[src/rtl/reminder_set_ctrl.sv]
// Reminder set controller: a button-driven editor for four hour/minute
// reminder slots. It walks through slot select, hour and minute fields,
// commits the edited time into the slot, and abandons the edit after a
// configurable number of cycles without a button press.
module reminder_set_ctrl #(
  parameter int unsigned TIMEOUT_CYC = 1000
) (
  input  logic       Clk,
  input  logic       Rst,
  input  logic       Enter_p,
  input  logic       Up_p,
  input  logic       Down_p,
  input  logic       Cancel_p,
  input  logic [1:0] Rd_slot,
  output logic [4:0] Rd_hour,
  output logic [5:0] Rd_min,
  output logic       Edit_active,
  output logic [1:0] Field,
  output logic [1:0] Slot_sel,
  output logic [4:0] Hour_val,
  output logic [5:0] Min_val,
  output logic       Wr_p,
  output logic       Timeout_p
);

  typedef enum logic [2:0] {
    ST_IDLE   = 3'd0,
    ST_SEL    = 3'd1,
    ST_HOUR   = 3'd2,
    ST_MIN    = 3'd3,
    ST_COMMIT = 3'd4
  } state_t;

  localparam logic [15:0] TO_LAST = 16'(TIMEOUT_CYC - 1);

  state_t      state_reg, state_next;
  logic [1:0]  slot_reg, slot_next;
  logic [4:0]  hour_reg, hour_next;
  logic [5:0]  min_reg, min_next;
  logic [15:0] cnt_reg, cnt_next;
  logic        tmo_reg, tmo_next;
  logic        wr_en;

  logic [4:0]  hour_mem [4];
  logic [5:0]  min_mem  [4];

  // Only the highest-priority pulse of a cycle is acted on.
  logic do_cancel, do_enter, do_up, do_down, any_pulse;
  assign do_cancel = Cancel_p;
  assign do_enter  = Enter_p & ~Cancel_p;
  assign do_up     = Up_p & ~Enter_p & ~Cancel_p;
  assign do_down   = Down_p & ~Up_p & ~Enter_p & ~Cancel_p;
  assign any_pulse = do_cancel | do_enter | do_up | do_down;

  // State register; an illegal encoding falls through to Idle via the default branch.
  always_ff @(posedge Clk or negedge Rst) begin
    if (!Rst) state_reg <= ST_IDLE;
    else      state_reg <= state_next;
  end

  // Edit datapath registers: slot, hour, minute, idle counter and timeout pulse.
  always_ff @(posedge Clk or negedge Rst) begin
    if (!Rst) begin
      slot_reg <= '0;
      hour_reg <= '0;
      min_reg  <= '0;
      cnt_reg  <= '0;
      tmo_reg  <= 1'b0;
    end else begin
      slot_reg <= slot_next;
      hour_reg <= hour_next;
      min_reg  <= min_next;
      cnt_reg  <= cnt_next;
      tmo_reg  <= tmo_next;
    end
  end

  // Next-state, field edits and idle-timeout handling.
  always_comb begin
    state_next = state_reg;
    slot_next  = slot_reg;
    hour_next  = hour_reg;
    min_next   = min_reg;
    cnt_next   = cnt_reg;
    tmo_next   = 1'b0;
    wr_en      = 1'b0;
    case (state_reg)
      ST_IDLE: begin
        cnt_next = '0;
        if (do_enter) begin
          state_next = ST_SEL;
          slot_next  = 2'd0;
        end
      end
      ST_SEL, ST_HOUR, ST_MIN: begin
        if (any_pulse) begin
          cnt_next = '0;
        end else if (cnt_reg >= TO_LAST) begin
          // Abandon the edit; storage is left untouched.
          state_next = ST_IDLE;
          tmo_next   = 1'b1;
          cnt_next   = '0;
        end else begin
          cnt_next = cnt_reg + 16'd1;
        end
        if (do_cancel) begin
          state_next = ST_IDLE;
        end else if (state_reg == ST_SEL) begin
          if (do_enter) begin
            state_next = ST_HOUR;
            hour_next  = hour_mem[slot_reg];
            min_next   = min_mem[slot_reg];
          end else if (do_up) begin
            slot_next = slot_reg + 2'd1;
          end else if (do_down) begin
            slot_next = slot_reg - 2'd1;
          end
        end else if (state_reg == ST_HOUR) begin
          if (do_enter) begin
            state_next = ST_MIN;
          end else if (do_up) begin
            hour_next = (hour_reg >= 5'd23) ? 5'd0 : hour_reg + 5'd1;
          end else if (do_down) begin
            hour_next = (hour_reg == 5'd0) ? 5'd23 : hour_reg - 5'd1;
          end
        end else begin
          if (do_enter) begin
            state_next = ST_COMMIT;
          end else if (do_up) begin
            min_next = (min_reg >= 6'd59) ? 6'd0 : min_reg + 6'd1;
          end else if (do_down) begin
            min_next = (min_reg == 6'd0) ? 6'd59 : min_reg - 6'd1;
          end
        end
      end
      ST_COMMIT: begin
        wr_en      = 1'b1;
        cnt_next   = '0;
        state_next = ST_IDLE;
      end
      default: begin
        cnt_next   = '0;
        state_next = ST_IDLE;
      end
    endcase
  end

  // One storage register pair per slot, written at the edge that ends Commit.
  generate
    for (genvar gi = 0; gi < 4; gi++) begin : g_slot
      always_ff @(posedge Clk or negedge Rst) begin
        if (!Rst) begin
          hour_mem[gi] <= '0;
          min_mem[gi]  <= '0;
        end else if (wr_en && (slot_reg == 2'(gi))) begin
          hour_mem[gi] <= hour_reg;
          min_mem[gi]  <= min_reg;
        end
      end
    end
  endgenerate

  assign Rd_hour     = hour_mem[Rd_slot];
  assign Rd_min      = min_mem[Rd_slot];
  assign Slot_sel    = slot_reg;
  assign Hour_val    = hour_reg;
  assign Min_val     = min_reg;
  assign Timeout_p   = tmo_reg;
  assign Wr_p        = (state_reg == ST_COMMIT);
  assign Edit_active = (state_reg == ST_SEL) || (state_reg == ST_HOUR) ||
                       (state_reg == ST_MIN) || (state_reg == ST_COMMIT);
  assign Field       = (state_reg == ST_SEL)  ? 2'd1 :
                       (state_reg == ST_HOUR) ? 2'd2 :
                       (state_reg == ST_MIN)  ? 2'd3 : 2'd0;

endmodule

[config.mk]
export PLATFORM = sky130hd
export DESIGN_NAME = reminder_set_ctrl
export DESIGN_NICKNAME = d
export VERILOG_FILES = /design/src/rtl/reminder_set_ctrl.sv
export SDC_FILE = /design/constraint.sdc
export NUM_CORES = 1
export LEC_CHECK = 0
export ABC_AREA = 0
export CAP_MARGIN = 10
export CORE_ASPECT_RATIO = 2
export CORE_MARGIN = 10
export CORE_UTILIZATION = 58
export CTS_CLUSTER_SIZE = 24
export DETAILED_ROUTE_END_ITERATION = 12
export PLACE_DENSITY = 0.8
export SLEW_MARGIN = 20
export SYNTH_ARGS = -nofsm -noshare
export SYNTH_HDL_FRONTEND = slang
export SYNTH_SLANG_ARGS = --single-unit
export TNS_END_PERCENT = 5
[constraint.sdc]
create_clock -name Clk -period 3.2 [get_ports Clk]
set_clock_uncertainty 0.15 [all_clocks]
set_input_delay 0.8 -clock Clk [delete_from_list [all_inputs] [get_ports Clk]]
set_output_delay 0.8 -clock Clk [all_outputs]
set_load 0.02 [all_outputs]
-- After elaboration in Yosys (flattened, before gate mapping)
Index checks and enable logic that the tools add are counted.
- flip-flop bits (word level): 77
- output and inout port bits: 29
- input port bits: 8
- bitwise logic cells: 14
- order comparisons: 5
- equal/unequal tests: 16
- muxes and demuxes: 55
- reductions and logical operators: 18
- add/sub/neg operators: 7
- operators by type and width (kind ; count):
    6-bit 2-to-1 mux ; 12
    5-bit 2-to-1 mux ; 12
    16-bit 2-to-1 mux ; 3
    3-bit 2-to-1 mux ; 9
    6-bit binary-select mux with 2-bit select ; 2
    5-bit binary-select mux with 2-bit select ; 2
    2-bit 2-to-1 mux ; 9
    6-bit AND reduction ; 3
    16-bit by 1-bit adder with 16-bit output (second input constant) ; 1
    16-bit by 10-bit >= comparator with 1-bit output (second input constant) ; 1
    2-bit inequality test (second input constant) ; 6
    6-bit by 1-bit adder with 6-bit output (second input constant) ; 1
    1-bit AND ; 6
    3-bit by 2-bit == test with 1-bit output (second input constant) ; 2
    3-bit >= comparator (second input constant) ; 2
    6-bit >= comparator (second input constant) ; 1
    6-bit logical NOT ; 1
    2-bit NOT with 3-bit output ; 2
    3-bit one-hot mux with 2 select lines ; 1
    6-bit by 1-bit subtractor with 6-bit output (second input constant) ; 1
    5-bit by 1-bit adder with 5-bit output (second input constant) ; 1
    5-bit >= comparator (second input constant) ; 1
    5-bit logical NOT ; 1
    5-bit by 1-bit subtractor with 5-bit output (second input constant) ; 1
    20 further kinds ; 34

-- Logic depth before layout (Yosys ltp)
- word-level depth: 11
- mapped depth: 9
- depth with buffers taken out: 7

-- Worst setup path after synthesis
No wires, ideal clock.
- path kind: input port to output port
- start point: in Rd_slot[0]
- end point: out Rd_hour[0]
- cell stages on the path: 2
- slack: 572 ps
- arrival time: 1678 ps
- required time: 2250 ps
- cell sequence: buf_2 mux4_2
- cells in the longest elaborated chain, start to end: 4
- RTL lines (item ; RTL line ; RTL):
    start: declaration ; 14 ; input logic [1:0] Rd_slot,
    2-bit NOT with 3-bit output (implied by the code) ; 163 ; assign Rd_hour = hour_mem[Rd_slot];
    5-bit binary-select mux with 2-bit select ; 163 ;
    5-bit 2-to-1 mux (implied by the code) (2 in a row) ; 163 ;
    end: declaration ; 15 ; output logic [4:0] Rd_hour,
No other way between the ends. The select of a mux whose other input is x is not followed.

-- Worst setup path in the final report
- start point: in Rd_slot[0]
- end point: out Rd_min[0]
- cells in the longest elaborated chain, start to end: 4
- RTL lines (item ; RTL line ; RTL):
    2-bit NOT with 3-bit output (implied by the code) ; 164 ; assign Rd_min = min_mem[Rd_slot];
    6-bit binary-select mux with 2-bit select ; 164 ;
    6-bit 2-to-1 mux (implied by the code) (2 in a row) ; 164 ;
    end: declaration ; 16 ; output logic [5:0] Rd_min,
No other way between the ends. The select of a mux whose other input is x is not followed.

==> impl_metrics.env <==
export IMPL_status="completed"
export IMPL_avgSynthCellArea_um2=11.9
export IMPL_p_int_mw=2.17
export IMPL_drv_cap=0
export IMPL_hold_viol_final=0
export IMPL_crit_path_top_delay_cell="mux4_2"
export IMPL_ys_flop_type="dfrtp_1"
export IMPL_layout_commonest_cell="dfrtp_1"
export IMPL_synthCells=369
export IMPL_drive_gt1_share_pct=26.5
export IMPL_power_frac_comb_pct=28.7
export IMPL_vias=3242
export IMPL_vias_per_cell=6.48
export IMPL_synth_edff_count=0
export IMPL_power_leakage_nw=2.29
export IMPL_setup_slack_ns=0.0156
export IMPL_rsz0062_at_grt="false"
export IMPL_cp_arrival_ns=2.23
export IMPL_nNetsFinal=425
export IMPL_insertion_delay_ns=0.33
export IMPL_switching_share_pct=34.6
export IMPL_cts_buffer_depth=2
export IMPL_min_period_ns=3.18
export IMPL_cp_max_fo=5
export IMPL_gp_congestion=0.884
export IMPL_die_area_um2=11600
export IMPL_grt_use_total_pct=19.1
export IMPL_initial_core_util_pct=59.7
export IMPL_pin_count=37
export IMPL_syn_area_um2=4370
export IMPL_htree_levels=3
export IMPL_diodes=0
export IMPL_ir_drop_v=0.000479
export IMPL_setup_violations=0
export IMPL_crit_path_start_kind="input pin"
export IMPL_seqPwrFrac_pct=41.9
export IMPL_core_area_um2=7320
export IMPL_drc=0
export IMPL_powerDensity_nw_per_um2=643
export IMPL_chipHeight_um=143
export IMPL_drtIter0Drc=357
export IMPL_syn_to_final_growth_pct=17.9
export IMPL_io_buffers=36
export IMPL_relSlewSlack_pct=37.5
export IMPL_ant_nets=0
export IMPL_wl_per_cell_um=21.1
export IMPL_mostFrequentLayoutCells="dfrtp_1 (77), mux2_2 (46), nor2_1 (24)"
export IMPL_worstSetupPathType="in2out"
export IMPL_cts_setup_buffers=0
export IMPL_cpPeakStageDelay_ns=0.51
export IMPL_crit_required_ns=2.25
export IMPL_worstPathCellList="dlygate4sd2_1 -> bufbuf_16 -> mux4_2 -> clkdlybuf4s15_2"
export IMPL_critPathCaptureType="output port"
export IMPL_clkSinkCount=77
export IMPL_synth_seq_area_share_pct=44.1
export IMPL_grt_max_degree=78
export IMPL_power_switching_mw=1.15
export IMPL_worstHoldPathType="reg2reg"
export IMPL_post_place_ws_ns=-0.350
export IMPL_grt_antenna_before_repair=0
export IMPL_fin_util_pct=70.4
export IMPL_wirelength_mm=10.5
export IMPL_ys_ff_latch=77
export IMPL_worstMarginPinSlew_ns=0.937
export IMPL_dieWidth_um=81.4
export IMPL_finalPower_mw=3.31
export IMPL_cts_tree="yes"
export IMPL_clkTransAtPathRegs_ns=0.05
export IMPL_drt_pass1_iter_count=7
export IMPL_numCtsBuffers=9
export IMPL_fin_crit_sh_pct=99.5
export IMPL_pwr_share_clk_pct=29.4
export IMPL_slew_viol_final=0
export IMPL_grt_pass1_vias=3359
export IMPL_largest_reg_flops=24
export IMPL_synth_warnings=0
export IMPL_fmax_mhz=314
export IMPL_synthArstFlopShare_pct=100
export IMPL_rows=44
export IMPL_timing_hold_ws_ns=0.340
export IMPL_grt_overflow=0
export IMPL_root_buffer="clkbuf_16"
export IMPL_ys_types=68
export IMPL_dp_hpwl_mm=7.09
export IMPL_grt_pass1_wl_mm=17.0
==> layer usage <==
layer	vias up	wire [µm]	GRT usage, %
met5	-	0	0
met1	1630	3780	20.6
li1	1446	-	-
met3	34	573	4.34
met2	132	5780	33.3
met4	0	396	9.90
==> worst max-delay path: cells and delay by family <==
family / cells / cell delay (ns)
multiplexers: 1 / 0.51
buffers and inverters: 3 / 0.92
==> final cells by class <==
cell class	instances	area, µm²
multi-input combinational	256	2280
fill	539	2170
sequential	77	1930
timing repair buffer	49	507
clock buffer	12	246
tap	92	115
inverter	12	45.0
clock inverter	2	35.0
==> cells by family after synthesis <==
kind of cell	count (synthesis)	synth area share, %
compound gates	61	9.93
xor+xnor	11	2.20
fa+ha+maj	12	3.43
buf+inv	41	4.26
flops	77	44.1
mux	70	23.6
other cells	1	0.0858
simple gates	96	12.4
==> path summary, 6_finish.rpt <==
| kind | from | end | slack (ns) | cells after the start |
|---|---|---|---|---|
| setup reg to reg | state_reg[0] | Min_val[0] | 0.70 | 8 |
| min in group asynchronous | Rst | hour_mem[14] | 0.47 | 1 |
| hold reg to reg | cnt_reg[0] | cnt_reg[0] | 0.34 | 1 |
| hold / removal | cnt_reg[0] | cnt_reg[0] | 0.34 | 1 |
| setup / recovery | Rd_slot[0] | Rd_min[0] | 0.02 | 4 |
| max in group asynchronous | Rst | min_mem[21] | 1.83 | 1 |
==> metrics by stage <==
step | std cells | instance area (µm²) | TNS, ns
after floorplan | 374 | 4390 | 0
after global placement | 485 | 4840 | -3.28
after CTS | 500 | 5150 | 0
after detailed placement | 485 | 4840 | -3.64
after global routing | 500 | 5150 | 0
final | 500 | 5150 | 0
==> power by group through the flow <==
stage | clock, mW | sequential, mW | combinational [mW]
after global routing | 1.02 | 1.41 | 1.04
final | 0.975 | 1.39 | 0.950
after floorplan | 0 | 1.26 | 0.700
after detailed placement | 0 | 1.39 | 0.939
after CTS | 0.984 | 1.38 | 0.952
after global placement | 0 | 1.38 | 0.916
==> repair_timing <==
item | CTS | global route
endpoints found under the hold margin | 0 | 0
gates resized for setup | 25 | 0
setup endpoints to repair | 11 | 0
hold buffers | 0 | 0
==> Yosys cell counts (2+ instances only) <==
| library cell | number | area [µm²] |
|---|---|---|
| mux4_2 | 22 | 495 |
| nor3b_1 | 2 | 15.0 |
| ha_1 | 12 | 150 |
| dfrtp_1 | 77 | 1930 |
| xor2_1 | 3 | 26.3 |
| o311ai_1 | 3 | 26.3 |
| xnor2_1 | 8 | 70.1 |
| o211ai_1 | 2 | 15.0 |
| a21oi_1 | 11 | 55.1 |
| nor3_1 | 10 | 50.1 |
| or4b_1 | 2 | 20.0 |
| nor2b_1 | 5 | 31.3 |
| and2_1 | 2 | 12.5 |
| or3_1 | 2 | 12.5 |
| a31oi_1 | 7 | 43.8 |
| o221ai_1 | 2 | 17.5 |
| o22ai_1 | 4 | 25.0 |
| or4_1 | 2 | 15.0 |
| clkbuf_1 | 15 | 56.3 |
| nor4_1 | 2 | 12.5 |
| nand4b_1 | 2 | 17.5 |
| o21bai_1 | 2 | 15.0 |
| buf_2 | 11 | 55.1 |
| inv_1 | 11 | 41.3 |
| buf_6 | 2 | 22.5 |
| a21o_1 | 2 | 15.0 |
| a211oi_1 | 2 | 15.0 |
| or3b_1 | 2 | 17.5 |
| mux2i_1 | 2 | 20.0 |
| nor2_1 | 24 | 90.1 |
| nand2_1 | 12 | 45.0 |
| nand4_1 | 3 | 18.8 |
| and3_1 | 9 | 56.3 |
| nand3_1 | 7 | 35.0 |
| mux2_2 | 46 | 518 |
| o21ai_0 | 7 | 35.0 |
No activity file was read; power rests on OpenSTA's default activity.
